$ cat config.mk
export PLATFORM = sky130hd
export DESIGN_NAME = key_conditioner
export DESIGN_NICKNAME = d
export VERILOG_FILES = /design/src/rtl/key_conditioner_pkg.sv /design/src/rtl/key_conditioner_debounce_cell.sv /design/src/rtl/key_conditioner.sv
export SDC_FILE = /design/constraint.sdc
export NUM_CORES = 1
export LEC_CHECK = 0
export ABC_AREA = 0
export ABC_CLOCK_PERIOD_IN_PS = 2400
export BUFFER_PORTS_ARGS = -buffer_cell sky130_fd_sc_hd__buf_2
export CAP_MARGIN = 10
export CORE_MARGIN = 2
export CORE_UTILIZATION = 47
export DETAILED_ROUTE_END_ITERATION = 7
export PLACE_DENSITY = 0.67
export RECOVER_POWER = 25
export SYNTH_ARGS = -nofsm -noshare
export SYNTH_HDL_FRONTEND = slang
export SYNTH_SLANG_ARGS = --single-unit
export TNS_END_PERCENT = 50
$ cat constraint.sdc
create_clock -name clk -period 2.4 [get_ports clk]
set_input_delay 0.24 -clock clk [delete_from_list [all_inputs] [get_ports clk]]
set_output_delay 0.24 -clock clk [all_outputs]
set_load 0.01 [all_outputs]
$ cat src/rtl/key_conditioner_pkg.sv
// key_conditioner_pkg -- shared debounce state encoding and parameter defaults.
// Revision 1.0
`default_nettype none

package key_conditioner_pkg;

  typedef enum logic {
    STABLE   = 1'b0,
    SETTLING = 1'b1
  } db_state_t;

  localparam int DB_CYCLES_DEF   = 4;
  localparam int SYNC_STAGES_DEF = 2;

endpackage

`default_nettype wire

$ cat src/rtl/key_conditioner_debounce_cell.sv
// debounce_cell -- input synchronizer plus STABLE/SETTLING debounce FSM with commit pulse.
// Revision 1.0
`default_nettype none

module debounce_cell
  import key_conditioner_pkg::*;
#(
  parameter int               WIDTH       = 1,
  parameter logic [WIDTH-1:0] RESET_VAL   = '0,
  parameter int               DB_CYCLES   = DB_CYCLES_DEF,
  parameter int               SYNC_STAGES = SYNC_STAGES_DEF
) (
  input  logic             clk,
  input  logic             rst_n,
  input  logic [WIDTH-1:0] din,
  output logic [WIDTH-1:0] value,
  output logic             chg
);

  localparam int            CW       = $clog2(DB_CYCLES);
  localparam logic [CW-1:0] CNT_LAST = CW'(DB_CYCLES - 1);

  logic [WIDTH-1:0] sync_q [SYNC_STAGES];
  logic [WIDTH-1:0] synced;

  db_state_t        state, state_d;
  logic [CW-1:0]    cnt, cnt_d;
  logic [WIDTH-1:0] cand, cand_d;
  logic [WIDTH-1:0] value_d;
  logic             chg_d;

  always_ff @(posedge clk or negedge rst_n) begin
    if (!rst_n) begin
      for (int i = 0; i < SYNC_STAGES; i++) sync_q[i] <= RESET_VAL;
    end else begin
      sync_q[0] <= din;
      for (int i = 1; i < SYNC_STAGES; i++) sync_q[i] <= sync_q[i-1];
    end
  end

  assign synced = sync_q[SYNC_STAGES-1];

  always_ff @(posedge clk or negedge rst_n) begin
    if (!rst_n) begin
      state <= STABLE;
      cnt   <= '0;
      cand  <= RESET_VAL;
      value <= RESET_VAL;
      chg   <= 1'b0;
    end else begin
      state <= state_d;
      cnt   <= cnt_d;
      cand  <= cand_d;
      value <= value_d;
      chg   <= chg_d;
    end
  end

  // Commit happens on the edge where the counter already sits at DB_CYCLES-1,
  // so the counter never needs to represent DB_CYCLES itself.
  always_comb begin
    state_d = state;
    cnt_d   = cnt;
    cand_d  = cand;
    value_d = value;
    chg_d   = 1'b0;
    case (state)
      STABLE: begin
        cnt_d = '0;
        if (synced != value) begin
          state_d = SETTLING;
          cand_d  = synced;
        end
      end
      SETTLING: begin
        if (synced == cand) begin
          if (cnt == CNT_LAST) begin
            value_d = cand;
            chg_d   = 1'b1;
            state_d = STABLE;
            cnt_d   = '0;
          end else begin
            cnt_d = cnt + CW'(1);
          end
        end else if (synced == value) begin
          state_d = STABLE;
          cnt_d   = '0;
        end else begin
          cand_d = synced;
          cnt_d  = '0;
        end
      end
      default: begin
        state_d = STABLE;
        cnt_d   = '0;
      end
    endcase
  end

endmodule

`default_nettype wire

$ cat src/rtl/key_conditioner.sv
// key_conditioner -- debounces calculator switches and the equals key into clean levels and pulses.
// Revision 1.0
`default_nettype none

module key_conditioner
  import key_conditioner_pkg::*;
#(
  parameter int DB_CYCLES   = DB_CYCLES_DEF,
  parameter int SYNC_STAGES = SYNC_STAGES_DEF
) (
  input  logic       clk,
  input  logic       ac,
  input  logic [3:0] sw_a,
  input  logic [3:0] sw_b,
  input  logic [2:0] sw_op,
  input  logic       key_eq,
  output logic [3:0] opt_a,
  output logic [3:0] opt_b,
  output logic [2:0] do_opt,
  output logic       equal_to,
  output logic       eq_press,
  output logic       sw_chg
);

  logic [10:0] sw_value;
  logic        key_chg;

  debounce_cell #(
    .WIDTH       (11),
    .RESET_VAL   (11'd0),
    .DB_CYCLES   (DB_CYCLES),
    .SYNC_STAGES (SYNC_STAGES)
  ) u_sw_cell (
    .clk   (clk),
    .rst_n (ac),
    .din   ({sw_a, sw_b, sw_op}),
    .value (sw_value),
    .chg   (sw_chg)
  );

  debounce_cell #(
    .WIDTH       (1),
    .RESET_VAL   (1'b1),
    .DB_CYCLES   (DB_CYCLES),
    .SYNC_STAGES (SYNC_STAGES)
  ) u_key_cell (
    .clk   (clk),
    .rst_n (ac),
    .din   (key_eq),
    .value (equal_to),
    .chg   (key_chg)
  );

  assign opt_a  = sw_value[10:7];
  assign opt_b  = sw_value[6:3];
  assign do_opt = sw_value[2:0];

  // Both operands are flop outputs; a key commit to 0 is a press, to 1 a release.
  assign eq_press = key_chg & ~equal_to;

endmodule

`default_nettype wire
==> flow_summary.ini, run 1 <==
[status]
failed_checks = max-capacitance violations, max-slew violations
run_status = complete, but fails checks

[critical_path]
critical_path_fanouts_max = 8
setup.worst_path.end_class = flip-flop
critical_path.max_stage_delay_ns = 0.41
class_of_the_most_critical_setup_path = flip-flop to flip-flop
critical_path.top_delay_family = simple AND/OR/NAND/NOR gates
worst_setup_path_start_kind = flip-flop
timing.critical_path.cells = xor2_1 > nor4_2 > nand3_2 > and2b_4 > mux2_4
required_ns = 2.59
slowest_stage = dfrtp_1
critical_path_arrival_ns = 2.12
buf_inv_stages_crit_path = 0

[layout]
regArea_um2 = 1406
multi_input_comb_area_um2 = 700.7
nets = 187
nFillCells = 364
area_delta_synth_final_pct = 14.84
antenna-diode-count = 0
final_layout_size_suffix_gt1_frac = 0.3779
finish.cell_count_without_fillers = 224

[sta]
max_freq_ghz = 0.5192
layout_worst_path_cycle_share = 0.8024
post_route_setup_tns_ns = 0
max_slew_margin = -0.008522
report.final.hold_viol_count = 0
timing_max_transition_violations_final = 27
report.final.setup_viol = 0
rsz0062_at_grt = false
worstMarginPinSlew_ns = 1.513
layout_min_cycle_time_ns = 1.926
worst_clock_skew_ns = 0.007802

[clock_network]
cts_num_sinks = 56
cts-root-to-sink-buffers = 2
clkSlewWorstSetupHoldPaths_ns = 0.09
cts-htree-levels = 2
worstSkewPairLatency_ns = 0.30
cts_root_buf = clkbuf_8
cts-buffers-inserted = 5
cts_tree = yes

[global_routing]
grt_pass1_wl_mm = 5.906
antenna_found_initial = 0
grt_max_degree = 31
first_global_vias = 1230
globalRouteOverflowTotal = 0
total_track_usage = 0.1530

[logic_synthesis]
synth_simple_gate_area_frac = 0.08575
ys_ff_latch = 56
xor_and_xnor_area_share_after_synthesis = 0.09521
synthesis.yosys.warnings = 0
ys_top_cells_by_area = dfrtp_1 62%, mux2_2 9.6%, dfstp_2 5.0%
synth_compound_area_frac = 0.002365
adder_cell_fraction_of_synth_area = 0.01656
yosys.area.top_type = dfrtp_1
synth.mux.area_fraction = 0.1313
sequential_cell_area_fraction_in_the_yosys_report = 0.6647
yosysTopAreaCellShare = 0.6150
syn-num-nets = 152
syn_avg_cell_area_um2 = 15.56
largest_family_of_logic_cells_by_synthesized_area = multiplexers
synth.cell_area_um2 = 2116
post_synth_num_cell_types = 23
synthesis.instances = 136

[floorplanning]
placeableCoreArea_um2 = 4354
core.rowCount = 24
die_width_um = 71.10
floorplan.io_pins = 28
chipHeight_um = 71.10
initial_utilization = 0.4859
die_area_um2 = 5055

[drt]
dr.first_iter.drc_count = 41
vias_per_std_cell = 5.022
post-route-drc-count = 0
postRouteWirelength_mm = 3.319
antenna_left = 0
routed-via-count = 1125
wire_per_inst_um = 14.82
drt_pass1_iterations = 4

[power]
pwr-share-comb = 0.087
power_density_nw_per_um2 = 713.0
ir_drop_mv = 0.4804
seqPwrFrac = 0.619
swShare = 0.2321
power.switching_uw = 402.1
clock_power_share = 0.294
p_int_uw = 1330
cellLeakagePower_uw = 0.001181

[place]
gp_congestion = 0.8150
detailed_place_hpwl_mm = 2.429
portBuffers = 27
place_inst = 215

[min_path]
min-delay-path-class = input pin to flip-flop

[job]
drv.max_cap_violation_count = 1
-- cells in the final DEF, fill, tap and decap left out, drive strengths merged, types with 2 or more instances in the layout --
cell	n
nor2	2
xnor2	12
mux2	23
and2	2
dfstp	4
nor4	2
buf	27
and3	2
xor2	11
ha	2
dfrtp	52
nand2	3
nand4	6
nor2b	2
clkbuf	9
nor3	6
-- Yosys cell counts --
master,count
nor3b_1,1
maj3_1,1
and2b_4,1
mux2_2,18
nand2_1,3
inv_1,1
xnor2_1,12
nor3_1,5
dfrtp_1,52
nand3_2,1
nor3_2,1
and2_1,2
ha_1,2
a21oi_1,1
xor2_1,11
nor2b_1,2
dfstp_2,4
nand4_1,6
nor4_2,2
nor2_1,2
and3_1,2
mux2_4,5
buf_2,1
-- power by group through the flow --
stage / logic [µW] / clock network [µW] / registers [µW]
3_5_place_dp: 151 / 0 / 1090
3_3_place_gp: 146 / 0 / 1090
5_1_grt: 172 / 576 / 1080
2_1_floorplan: 92.3 / 0 / 1080
4_1_cts: 153 / 527 / 1070
6_report: 150 / 510 / 1070
-- per-layer routing --
layer,vias up,global-route usage,share of wire,wire (µm)
met2,19,0.2482,0.51,1677
met4,0,0.05660,0.017,55
met1,560,0.1979,0.44,1473
met3,7,0.04274,0.034,112
li1,539,-,-,-
met5,-,0,0,0
-- flip-flops by register name (all words and copies together), names as in the netlist, 2 cells and up --
name / cells
u_sw_cell.cnt: 2
u_key_cell.cnt: 2
u_sw_cell.value: 11
u_sw_cell.synced: 11
u_sw_cell.sync_q: 11
u_sw_cell.cand: 11
-- area by class of cell --
cell class,count,area share
clock buffers,8,0.03708
flip-flops and latches,56,0.5788
repair buffers,29,0.06746
multi-input cells,78,0.2884
inverters,1,0.001545
well taps,52,0.02678
-- stage by stage --
stage | area (µm²) | power [µW] | hold slack (ns) | worst slack (ns) | util
floorplan | 2116 | 1173 | -0.05559 | 0.6905 | -
global placement | 2331 | 1232 | 0.2918 | 0.4854 | 0.5353
CTS | 2431 | 1754 | 0.02151 | 0.4666 | 0.5583
global route | 2430 | 1831 | 0.01273 | 0.2793 | 0.5580
detailed placement | 2331 | 1241 | 0.3025 | 0.4923 | 0.5353
finish | 2430 | 1732 | 0.02750 | 0.4741 | 0.5580
-- worst paths after layout --
path,startpoint,end,slack [ns],depth (start not counted)
setup / recovery,u_sw_cell.value[0],u_sw_cell.cand[7],0.47,5
hold / removal,key_eq,u_key_cell.sync_q[1],0.03,1
setup reg to reg,u_sw_cell.value[0],u_sw_cell.cand[7],0.47,5
hold reg to reg,u_sw_cell.sync_q[15],u_sw_cell.synced[4],0.35,0
max in group asynchronous,ac,u_key_cell.synced,0.67,3
min in group asynchronous,ac,u_sw_cell.cand[6],0.83,2
-- logic make-up after synthesis --
kind of cell               Yosys count
AOI/OAI and AO/OA                    1
buffers and inverters                2
and+or+nand+nor                     28
xor gates and xnor gates            23
adders and majority gates            3
DFF                                 56
muxes                               23
-- what timing repair did --
item,CTS,global route
setup buffers,0,0
hold buffers,1,0
gates resized for setup,0,0
endpoints found under the hold margin,26,0
No activity file was read; power rests on OpenSTA's default activity.
==> run 2: changes to the inputs <==
--- a/config.mk
+++ b/config.mk
@@ -6,13 +6,13 @@
 export NUM_CORES = 1
 export LEC_CHECK = 0
 export ABC_AREA = 0
-export ABC_CLOCK_PERIOD_IN_PS = 2400
+export ABC_CLOCK_PERIOD_IN_PS = 1560
 export BUFFER_PORTS_ARGS = -buffer_cell sky130_fd_sc_hd__buf_2
 export CAP_MARGIN = 10
 export CORE_MARGIN = 2
 export CORE_UTILIZATION = 47
 export DETAILED_ROUTE_END_ITERATION = 7
-export PLACE_DENSITY = 0.67
+export PLACE_DENSITY = 0.7
 export RECOVER_POWER = 25
 export SYNTH_ARGS = -nofsm -noshare
 export SYNTH_HDL_FRONTEND = slang
==> constraint.sdc (replaced) <==
create_clock -name clk -period 1.56 [get_ports clk]
set_input_delay 0.156 -clock clk [delete_from_list [all_inputs] [get_ports clk]]
set_output_delay 0.156 -clock clk [all_outputs]
set_load 0.01 [all_outputs]
==> run 2 against run 1 <==
  * The flow finishes with violations (negative setup slack)
  * Sequential power is 55% higher
  * Sequential share of layout area decreased by 7.3 points
  * Final area up 15%
  * Via count grew 14%
  * Clock-buffer cell count shrank 2
  * First-iteration DRC count up 2.4%
  * Clock power increased by 49%
  * Combinational power rose by 95%
==> flow_summary.ini, run 2 (synthesized netlist as in run 1, its figures left out) <==
[floorplanning]
die_area_um2 = 5055
chipHeight_um = 71.10
core.rowCount = 24
die_width_um = 71.10
placeableCoreArea_um2 = 4354
initial_utilization = 0.4859
floorplan.io_pins = 28

[critical_path]
setup.worst_path.end_class = flip-flop
required_ns = 1.76
class_of_the_most_critical_setup_path = flip-flop to flip-flop
worst_r2r_path_depth = 5
terminus_of_the_critical_flop_to_flop_path = u_sw_cell.cand[10]
rr_startpoint = u_sw_cell.synced[4]
critical_path_arrival_ns = 1.90
critical_path_fanouts_max = 5
worst_setup_path_start_kind = flip-flop
regToRegSetupSlack_ns = -0.15

[drt]
dr.first_iter.drc_count = 42
drt_pass1_iterations = 4
postRouteWirelength_mm = 3.810
post-route-drc-count = 0
vias_per_std_cell = 5.000
antenna_left = 0
routed-via-count = 1280
wire_per_inst_um = 14.88

[clock_network]
cts-root-to-sink-buffers = 2
cts-htree-levels = 2
worstSkewPairLatency_ns = 0.31
clkSlewWorstSetupHoldPaths_ns = 0.09
cts_num_sinks = 56
cts_root_buf = clkbuf_8
cts-buffers-inserted = 5
cts_tree = yes

[layout]
nets = 219
multi_input_comb_area_um2 = 788.3
nFillCells = 309
antenna-diode-count = 0
layout.cells.most_common = dfrtp_1
leading_cell_types_in_the_layout_fill_and_taps_excluded = 49 x dfrtp_1, 27 x buf_2, 18 x mux2_2, 18 x buf_4, 13 x dlygate4sd3_1
final_layout_size_suffix_gt1_frac = 0.5049
finish.cell_count_without_fillers = 256
regArea_um2 = 1410
area_delta_synth_final_pct = 31.70

[sta]
post_route_setup_tns_ns = -1.991
layout_worst_path_cycle_share = 1.095
report.final.hold_viol_count = 0
rsz0062_at_grt = true
timing_max_transition_violations_final = 0
fin_ws_ns = -0.1480
layout_min_cycle_time_ns = 1.708
worst_clock_skew_ns = 0.006795
max_slew_margin = 0.5155
worstMarginPinSlew_ns = 0.7267
max_freq_ghz = 0.5855
report.final.setup_viol = 22

[global_routing]
grt_max_degree = 57
first_global_vias = 1467
grt_pass1_wl_mm = 6.465
antenna_found_initial = 0
globalRouteOverflowTotal = 0
total_track_usage = 0.1693

[min_path]
min-delay-path-class = flip-flop to flip-flop
min_delay_path_depth = 0
min_delay_worst_endpoint = u_sw_cell.synced[4]
worst_hold_startpoint = u_sw_cell.sync_q[15]

[job]
drv.max_cap_violation_count = 0

[status]
failed_checks = negative setup slack
run_status = complete, but fails checks

[place]
place_inst = 235
gp_congestion = 0.8802
detailed_place_hpwl_mm = 2.716
portBuffers = 27

[power]
ir_drop_mv = 0.4856
cellLeakagePower_uw = 0.001377
power_density_nw_per_um2 = 972.8
## run 2: cell types whose count changed in the layout (fill, tap and decap cells not counted), sizes merged
cell / previous run / this run
buf: 27 / 47
clkinvlp: 0 / 1
clkinv: 0 / 1
dlygate4sd3: 1 / 13
clkbuf: 9 / 7
## run 2: critical path: stages (launching register included)
cell     delay (ns)
dfrtp_1        0.44
xnor2_2        0.24
nand4_1        0.14
nor3_2         0.22
and2b_4        0.26
mux2_4         0.30
## run 2: power breakdown
part           internal [µW]  switching, µW  total [µW]
clock network            320            442         762
logic                    164            129         293
registers               1570           90.3        1660
total                   2050            661        2710
## run 2: per-stage QoR
step	utilization	instance area, µm²	total power, µW	setup slack, ns	hold slack [ns]
6_report	0.6399	2786	2711	-0.1480	0.3594
5_1_grt	0.6399	2786	2847	-0.2254	0.3664
4_1_cts	0.6230	2713	2735	-0.1619	0.3602
3_5_place_dp	0.5698	2481	1935	-0.1937	0.1725
3_3_place_gp	0.5698	2481	1911	-0.1348	0.1685
2_1_floorplan	-	2116	1805	-0.1427	-0.1396
## run 2: worst max-delay path by stage
stage                              startpoint                 end  cells past startpoint
after global placement    u_sw_cell.synced[6]   u_sw_cell.cand[7]                      5
final                     u_sw_cell.synced[4]  u_sw_cell.cand[10]                      5
after CTS                  u_sw_cell.value[0]  u_sw_cell.cand[10]                      5
after detailed placement  u_sw_cell.synced[4]  u_sw_cell.cand[10]                      5
after global routing       u_sw_cell.value[0]   u_sw_cell.cand[5]                      5
after floorplan            u_sw_cell.value[8]  u_sw_cell.cand[10]                      5
## run 2: area by class of cell
type                    instances  area share
multi-input cells              78      0.2829
well taps                      52     0.02335
flip-flops and latches         56      0.5061
clock buffers                   6     0.02604
inverters                       1    0.001347
clock inverters                 2    0.005837
repair buffers                 61      0.1545
## run 2: what timing repair did
item / in CTS / in global routing
hold buffers: 13 / 0
pin swaps: 2 / 8
cloned: 0 / 0
resized for setup: 2 / 16
setup endpoints to repair: 23 / 24
buffers inserted: 0 / 0
endpoints found under the hold margin: 64 / 0
## run 2: layer usage
metal | track usage | vias up | wire length, µm
li1 | - | 596 | -
met1 | 0.1964 | 647 | 1524
met2 | 0.2835 | 27 | 2048
met3 | 0.04416 | 10 | 136
met4 | 0.09853 | 0 | 101
met5 | 0 | - | 0
==> run 3: changes to the inputs <==
--- a/config.mk
+++ b/config.mk
@@ -16,5 +16,6 @@
 export RECOVER_POWER = 25
 export SYNTH_ARGS = -nofsm -noshare
 export SYNTH_HDL_FRONTEND = slang
+export SYNTH_HIERARCHICAL = 1
 export SYNTH_SLANG_ARGS = --single-unit
 export TNS_END_PERCENT = 50
==> run 3 against run 2 <==
  * The flow still finishes with violations (negative setup slack)
  * Wire length grew 6.0%
  * Critical path depth unchanged
  * First-iteration DRC count rose by 120%
  * Sequential cell count unchanged
  * Register-to-register slack about the same
==> flow_summary.ini, run 3 <==
[status]
run_status = complete, but fails checks
failed_checks = negative setup slack

[critical_path]
class_of_the_most_critical_setup_path = flip-flop to flip-flop
required_ns = 1.75
critical_path_arrival_ns = 1.88
worst_setup_path_start_kind = flip-flop
critical_path_fanouts_max = 7
setup.worst_path.end_class = flip-flop
worst_r2r_path_depth = 5

[layout]
leading_cell_types_in_the_layout_fill_and_taps_excluded = 52 x dfrtp_1, 26 x buf_2, 18 x buf_4
antenna-diode-count = 0
finalCoreUtilization = 0.6450
layout.cells.most_common = dfrtp_1
finish.cell_count_without_fillers = 264
final_layout_size_suffix_gt1_frac = 0.4575
nets = 228
area_delta_synth_final_pct = 30.32

[logic_synthesis]
sequential_cell_area_fraction_in_the_yosys_report = 0.6394
yosys.area.top_type = dfrtp_1
synth_flop_cell = dfrtp_1
synthesis.instances = 145
syn-num-nets = 162
synth-edff-count = 0
ys_ff_latch = 56
synth.most_common_cell = dfrtp_1
synthesis.yosys.warnings = 6
post_synth_num_cell_types = 28
ys_top_cells_by_area = dfrtp_1 59%, mux2_4 6.1%, mux2_2 6.1%
synth.top_cells.by_count = 52 x dfrtp_1, 12 x mux2_2, 12 x xnor2_1
syn_avg_cell_area_um2 = 15.17
synth.cell_area_um2 = 2200
ys_async_sr_fraction = 1.000
yosysTopAreaCellShare = 0.5916

[place]
detailed_place_hpwl_mm = 2.693
portBuffers = 27
place_inst = 243
gp_congestion = 0.8028

[clock_network]
cts_tree = yes
worstSkewPairLatency_ns = 0.30
postCtsSetupRepairBufs = 0
clkSlewWorstSetupHoldPaths_ns = 0.09
cts-htree-levels = 2
cts-buffers-inserted = 5
cts_num_sinks = 56
cts_root_buf = clkbuf_8
cts-root-to-sink-buffers = 2

[floorplanning]
floorplan.io_pins = 28
initial_utilization = 0.4949
die_width_um = 72.41
die_area_um2 = 5243
core.rowCount = 24
chipHeight_um = 72.41
placeableCoreArea_um2 = 4444

[drt]
post-route-drc-count = 0
drt_pass1_iterations = 4
antenna_left = 0
dr.first_iter.drc_count = 94
wire_per_inst_um = 15.29
routed-via-count = 1343
postRouteWirelength_mm = 4.037
vias_per_std_cell = 5.087

[sta]
timing_max_transition_violations_final = 0
rsz0062_at_grt = true
fin_ws_ns = -0.1336
worstMarginPinSlew_ns = 0.6298
hold-worst-slack_ns = 0.3557
worst_clock_skew_ns = 0.007133
post_route_setup_tns_ns = -2.096
report.final.hold_viol_count = 0
layout_min_cycle_time_ns = 1.694
max_slew_margin = 0.5802
report.final.setup_viol = 23
max_freq_ghz = 0.5905
layout_worst_path_cycle_share = 1.086

[global_routing]
grt_pass1_wl_mm = 6.610
globalRouteOverflowTotal = 0
antenna_found_initial = 0
total_track_usage = 0.1663
grt_max_degree = 25
first_global_vias = 1413

[job]
drv.max_cap_violation_count = 0

[power]
totalPowerFinal_uw = 2621
ir_drop_mv = 0.5252
power_density_nw_per_um2 = 914.3
cellLeakagePower_uw = 0.001430

[min_path]
min-delay-path-class = flip-flop to flip-flop
min_delay_path_depth = 0
[run 3: cell count changes after synthesis, sizes merged, moves of 2 or more]
| cell | previous run | this run |
|---|---|---|
| nor3 | 6 | 4 |
| nand3 | 1 | 3 |
| buf | 1 | 3 |
| nand3b | 0 | 2 |
| a21oi | 1 | 4 |
[run 3: path summary, 6_finish.rpt]
path	startpoint	endpoint	slack (ns)
max in group asynchronous	ac	u_sw_cell/value[3]	0.51
min in group asynchronous	ac	u_sw_cell/cand[4]	0.41
worst max-delay path	u_sw_cell/synced[1]	u_sw_cell/cand[10]	-0.13
worst min register to register	u_sw_cell/sync_q[16]	u_sw_cell/synced[5]	0.36
worst max register to register	u_sw_cell/synced[1]	u_sw_cell/cand[10]	-0.13
worst min-delay path	u_sw_cell/sync_q[16]	u_sw_cell/synced[5]	0.36
[run 3: cell type report]
class	count	area [µm²]
Fill cell	324	1578
Sequential cell	56	1406
Multi-Input combinational cell	85	843.3
Timing Repair Buffer	62	454.2
Clock buffer	7	86.33
Tap cell	52	65.06
Clock inverter	1	7.507
Inverter	1	3.754
[run 3: layer usage]
layer	vias to the layer above	GRT usage	routed length (µm)
li1	627	-	-
met1	678	0.2035	1779
met2	36	0.2977	2079
met3	2	0.04167	162
met4	0	0.03704	17
met5	-	0	0
[run 3: power breakdown]
group          switching [µW]  internal (µW)  total [µW]
registers                65.0           1520        1580
logic                     102            137         239
clock network             438            362         800
[run 3: critical path, stage by stage (launching register included)]
cell and delay [ns]:
dfrtp_1 0.41, xor2_1 0.19, nor4_1 0.32, nand3_1 0.16, buf_4 0.21, mux2_4 0.30
[run 3: logic make-up (layout without fill, tap and decap cells)]
family,after synthesis,count (layout),share of synthesized area
compound gates,5,5,0.01649
xor+xnor,23,23,0.09158
fa+ha+maj,4,4,0.02162
buf+inv,4,71,0.01706
flops,56,56,0.6394
mux,22,22,0.1280
simple gates,31,31,0.08589
[run 3: what timing repair did]
| action | 4_1_cts | 5_1_grt |
|---|---|---|
| hold buffers | 13 | 0 |
| gates resized for setup | 10 | 5 |
| endpoints found under the hold margin | 32 | 0 |
| endpoints found under the setup margin | 24 | 24 |
| pin swaps | 1 | 0 |
[run 3: per-stage QoR]
step	setup slack [ns]	area, µm²
3_3_place_gp	-0.1458	2544
3_5_place_dp	-0.1655	2544
6_report	-0.1336	2867
2_1_floorplan	0.001962	2200
4_1_cts	-0.1477	2831
5_1_grt	-0.1995	2867
